### config.mk
export PLATFORM = sky130hd
export DESIGN_NAME = mult_hilo_ctrl
export DESIGN_NICKNAME = d
export VERILOG_FILES = /design/src/rtl/mult_hilo_pkg.sv /design/src/rtl/mult_hilo_ctrl_multiply.sv /design/src/rtl/mult_hilo_ctrl.sv
export SDC_FILE = /design/constraint.sdc
export NUM_CORES = 2
export LEC_CHECK = 0
export CORE_MARGIN = 4
export CORE_UTILIZATION = 55
export CTS_CLUSTER_DIAMETER = 200
export CTS_CLUSTER_SIZE = 14
export DETAILED_ROUTE_END_ITERATION = 16
export PLACE_DENSITY = 0.73
export SLEW_MARGIN = 20
export SYNTH_ARGS = -nofsm -noshare
export SYNTH_HDL_FRONTEND = slang
export SYNTH_SLANG_ARGS = --single-unit
### constraint.sdc
create_clock -name clk -period 10.9 [get_ports clk]
set_input_delay 1.09 -clock clk [delete_from_list [all_inputs] [get_ports clk]]
set_output_delay 1.09 -clock clk [all_outputs]
set_load 0.005 [all_outputs]
### src/rtl/mult_hilo_pkg.sv
// Shared op encodings, controller states and default latency for the HI/LO multiply sequencer.
// No logic; no latency.
// No flow control.
package mult_hilo_pkg;

    localparam logic [2:0] OP_NOP   = 3'd0;
    localparam logic [2:0] OP_MULT  = 3'd1;
    localparam logic [2:0] OP_MULTU = 3'd2;
    localparam logic [2:0] OP_MFHI  = 3'd3;
    localparam logic [2:0] OP_MFLO  = 3'd4;
    localparam logic [2:0] OP_MTHI  = 3'd5;
    localparam logic [2:0] OP_MTLO  = 3'd6;

    localparam int DEFAULT_LATENCY = 4;

    typedef enum logic {
        ST_IDLE = 1'b0,
        ST_BUSY = 1'b1
    } state_t;

endpackage

### src/rtl/mult_hilo_ctrl_multiply.sv
// Combinational signed 32x32 -> 64 multiplier; outputs forced to zero when not enabled.
// Zero-cycle latency.
// No flow control.
module multiply (
    input  logic        enable,
    input  logic [31:0] a,
    input  logic [31:0] b,
    output logic [31:0] hi,
    output logic [31:0] lo
);

    logic signed [63:0] prod;

    assign prod     = $signed({{32{a[31]}}, a}) * $signed({{32{b[31]}}, b});
    assign {hi, lo} = enable ? prod : 64'd0;

endmodule

### src/rtl/mult_hilo_ctrl.sv
// HI/LO register owner: sequences MULT/MULTU through the shared multiplier and serves moves.
// Multiply: HI/LO written LATENCY edges after accept; moves complete on the edge after accept.
// op_ready drops for the whole multiply; the requester must hold its op until op_ready returns.
module mult_hilo_ctrl
    import mult_hilo_pkg::*;
#(
    parameter int LATENCY = DEFAULT_LATENCY,
    parameter int CNT_W   = 4
) (
    input  logic        clk,
    input  logic        reset,
    input  logic        op_valid,
    output logic        op_ready,
    input  logic [2:0]  op_code,
    input  logic [31:0] rs_val,
    input  logic [31:0] rt_val,
    output logic        busy,
    output logic        rd_valid,
    output logic [31:0] rd_data,
    output logic [31:0] hi_out,
    output logic [31:0] lo_out
);

    localparam logic [CNT_W-1:0] CNT_INIT = CNT_W'(LATENCY - 1);

    state_t            state;
    logic [CNT_W-1:0]  cnt;
    logic [31:0]       opa;
    logic [31:0]       opb;
    logic              is_unsigned;
    logic [31:0]       hi;
    logic [31:0]       lo;
    logic [31:0]       mul_hi;
    logic [31:0]       mul_lo;
    logic [31:0]       hi_unsigned;

    multiply u_multiply (
        .enable (state == ST_BUSY),
        .a      (opa),
        .b      (opb),
        .hi     (mul_hi),
        .lo     (mul_lo)
    );

    // Signed product reinterpreted as unsigned: each negative operand contributes the other at 2^32.
    assign hi_unsigned = mul_hi + (opa[31] ? opb : 32'd0) + (opb[31] ? opa : 32'd0);

    assign op_ready = (state == ST_IDLE);
    assign busy     = (state == ST_BUSY);
    assign hi_out   = hi;
    assign lo_out   = lo;

    always_ff @(posedge clk or posedge reset) begin
        if (reset) begin
            state       <= ST_IDLE;
            cnt         <= '0;
            opa         <= '0;
            opb         <= '0;
            is_unsigned <= 1'b0;
            hi          <= '0;
            lo          <= '0;
            rd_valid    <= 1'b0;
            rd_data     <= '0;
        end else begin
            rd_valid <= 1'b0;
            case (state)
                ST_IDLE: begin
                    if (op_valid) begin
                        case (op_code)
                            OP_MULT, OP_MULTU: begin
                                opa         <= rs_val;
                                opb         <= rt_val;
                                is_unsigned <= (op_code == OP_MULTU);
                                cnt         <= CNT_INIT;
                                state       <= ST_BUSY;
                            end
                            OP_MFHI: begin
                                rd_data  <= hi;
                                rd_valid <= 1'b1;
                            end
                            OP_MFLO: begin
                                rd_data  <= lo;
                                rd_valid <= 1'b1;
                            end
                            OP_MTHI: hi <= rs_val;
                            OP_MTLO: lo <= rs_val;
                            default: ;
                        endcase
                    end
                end
                ST_BUSY: begin
                    if (cnt != '0) begin
                        cnt <= cnt - CNT_W'(1);
                    end else begin
                        hi    <= is_unsigned ? hi_unsigned : mul_hi;
                        lo    <= mul_lo;
                        state <= ST_IDLE;
                    end
                end
                default: state <= ST_IDLE;
            endcase
        end
    end

endmodule
==> flow_summary.toml <==
[floorplanning]
dieArea_um2 = 88550
die_height_um = 297.6
core_um2 = 82640
fp.dieW_um = 297.6
start_util_pct = 55.81
rows = 105
io_pins = 169

[worst_setup_path]
required_ns = 11.29
critPathMaxFanout = 19
cp-end-kind = "flip-flop"
crit_type = "flip-flop to flip-flop"
start_kind = "flip-flop"
crit_slowest_cell = "dfrtp_4"
slowest_delay_ns = 0.64
critPathMostFrequentCell = "fa_1"
reg2regPathDepth = 33
arrival_ns = 10.99

[logic_synthesis]
ys_seq_elements = 167
synth_compound_area_share_pct = 5.903
synth_mux_area_share_pct = 2.886
synthSimpleGateAreaFrac_pct = 15.88
synthXorXnorAreaFrac_pct = 1.842
synth_top_family_by_area = "adder cells"
syn_area_per_cell_um2 = 9.430
synth_cells = 4891
synth.largest_area_cell = "fa_1"
synth_top_area_share_pct = 48.35
synth_edf_count = 0
async_flop_share_pct = 100.0
synth.distinct_cells = 72
synth_ff_type = "dfrtp_1"
yosys_warnings = 0
synth_fp_nets = 6290
syn-cell-area_um2 = 46120
ys_seq_area_share_pct = 9.061
yosys-top-cells-area = "fa_1 (48%), dfrtp_1 (9.1%), inv_1 (8.0%)"
yosys.area_share.adder_pct = 54.19

[clock_network]
clk_pin_slew_ns = 0.10
h-tree-depth = 4
cts_inserted_buffers = 17
clk_latency_ns = 0.51
cts_tree = "yes"
clk_path_buf_depth = 2
ctsHoldBuffers = 0
clock-root-buffer = "clkbuf_16"
cts.sinks = 167

[finish]
layout_commonest_cell = "fa_1"
nNetsFinal = 6415
areaGrowthSynthToFinish_pct = 9.709
mostFrequentLayoutCells = "fa_1 (1112), inv_1 (979), nand2_1 (657)"
drive_gt1_share_pct = 7.854
finish.utilization_pct = 61.23
instances_no_fill = 6102

[detailed_routing]
drt-total-wl_um = 133000
vias = 34680
antenna_left = 0
drc = 0
wl_per_cell_um = 21.79
detail_route.vias_per_cell = 5.684
firstDrtPassIters = 5
dr.first_iter.drc_count = 2621

[timing]
fmax_mhz = 94.36
tightestPinTransition_ns = 0.9845
worst_clock_skew_ns = 0.02606
layout_min_cycle_time_ns = 10.60
setup_viol = 0
grt_setup_unrepaired = "false"
final-max-slew-violation-count = 0
holdWs_ns = 0.5127
period_share_pct = 97.22
final_hold_viol_count = 0
maxSlewHeadroom_pct = 34.37

[grt]
grt_pass1_wl_um = 214300
groute.usage.overall_pct = 31.39
grt_pass1_vias = 37970
grt_max_degree = 95
antenna_found_initial = 4
overflow = 0

[placed_design]
place_congestion = 0.9566
dp_cells = 6062
dp_hpwl_um = 110100
portBuffers = 168

[min_path]
hold-path-cell-count = 1
hp-class = "flip-flop to flip-flop"

[flow_run]
drv_cap = 0

[outcome]
outcome = "completed"
timing repair:
action                                  in CTS  in global routing
endpoints found under the setup margin       7                 17
setup buffers                                0                  4
pin swaps                                    0                  1
gates resized for setup                      2                 72
logic make-up (layout without fill, tap and decap cells):
kind of cell	after synthesis	in the layout
muxes	125	125
AOI/OAI and AO/OA	428	428
adders and majority gates	1329	1329
buffers and inverters	1250	1388
DFF	167	167
and+or+nand+nor	1495	1495
xor gates and xnor gates	97	97
other	0	3
metrics by stage:
step	setup TNS (ns)	area, um^2	setup slack [ns]
after floorplan	0	46120	0.4678
after global placement	-0.1416	49750	-0.04626
after detailed placement	-0.3242	49750	-0.09715
after CTS	0	50380	0.02147
after global routing	0	50590	0.001994
final	0	50600	0.3028
final timing paths:
check	start	endpoint	slack, ns
max in group asynchronous	reset	busy$_DFF_PP0_	8.43
worst max-delay path	opa[11]$_DFFE_PP0P_	hi_out[28]$_DFFE_PP0P_	0.30
min in group asynchronous	reset	opb[5]$_DFFE_PP0P_	1.14
worst max register to register	opa[11]$_DFFE_PP0P_	hi_out[28]$_DFFE_PP0P_	0.30
worst min-delay path	cnt[0]$_DFFE_PP0P_	cnt[0]$_DFFE_PP0P_	0.51
worst min register to register	cnt[0]$_DFFE_PP0P_	cnt[0]$_DFFE_PP0P_	0.51
cells in the mapped netlist (29+ instances only):
cell	instances
a21oi_1	153
o21ai_0	86
a21o_1	36
inv_1	980
fa_1	1114
nor2_1	146
clkbuf_1	245
xnor2_1	71
and2_1	520
dfrtp_1	167
nor3_1	29
mux2_2	64
ha_1	215
mux2i_1	61
nand2_1	658
per-layer routing:
layer | wire (um) | global-route usage [%] | vias up
met3 | 8907 | 4.678 | 345
li1 | - | - | 14840
met1 | 50970 | 40.08 | 18120
met4 | 6247 | 12.98 | 2
met2 | 66850 | 53.95 | 1381
met5 | 13 | 0 | -
sequential cells by signal (all words and copies together), names as in the netlist:
signal / flops
hi_out: 32
lo_out: 32
opa: 32
opb: 32
rd_data: 32
cnt: 4
busy: 1
is_unsigned: 1
rd_valid: 1
worst max-delay path: cells and delay by family, from the launching register on:
family,cells,cell delay (ns)
adder cells (fa/ha/maj),11,5.21
AO/OA/AOI/OAI,11,2.16
AND/OR/NAND/NOR,7,2.05
flip-flops,1,0.64
XOR/XNOR,2,0.30
buffers and inverters,2,0.10
area by class of cell:
class / count / area, um^2
diodes: 3 / 7.507
clock buffers: 17 / 425.4
clock inverters: 15 / 196.4
fillers: 6928 / 32040
inverters: 981 / 3690
multi-input cells: 3474 / 37310
flip-flops and latches: 167 / 4264
well taps: 1070 / 1339
repair buffers: 375 / 3372
Power is not shown: default switching activity piles up to over one toggle a cycle in this logic, so the estimate is an artifact.
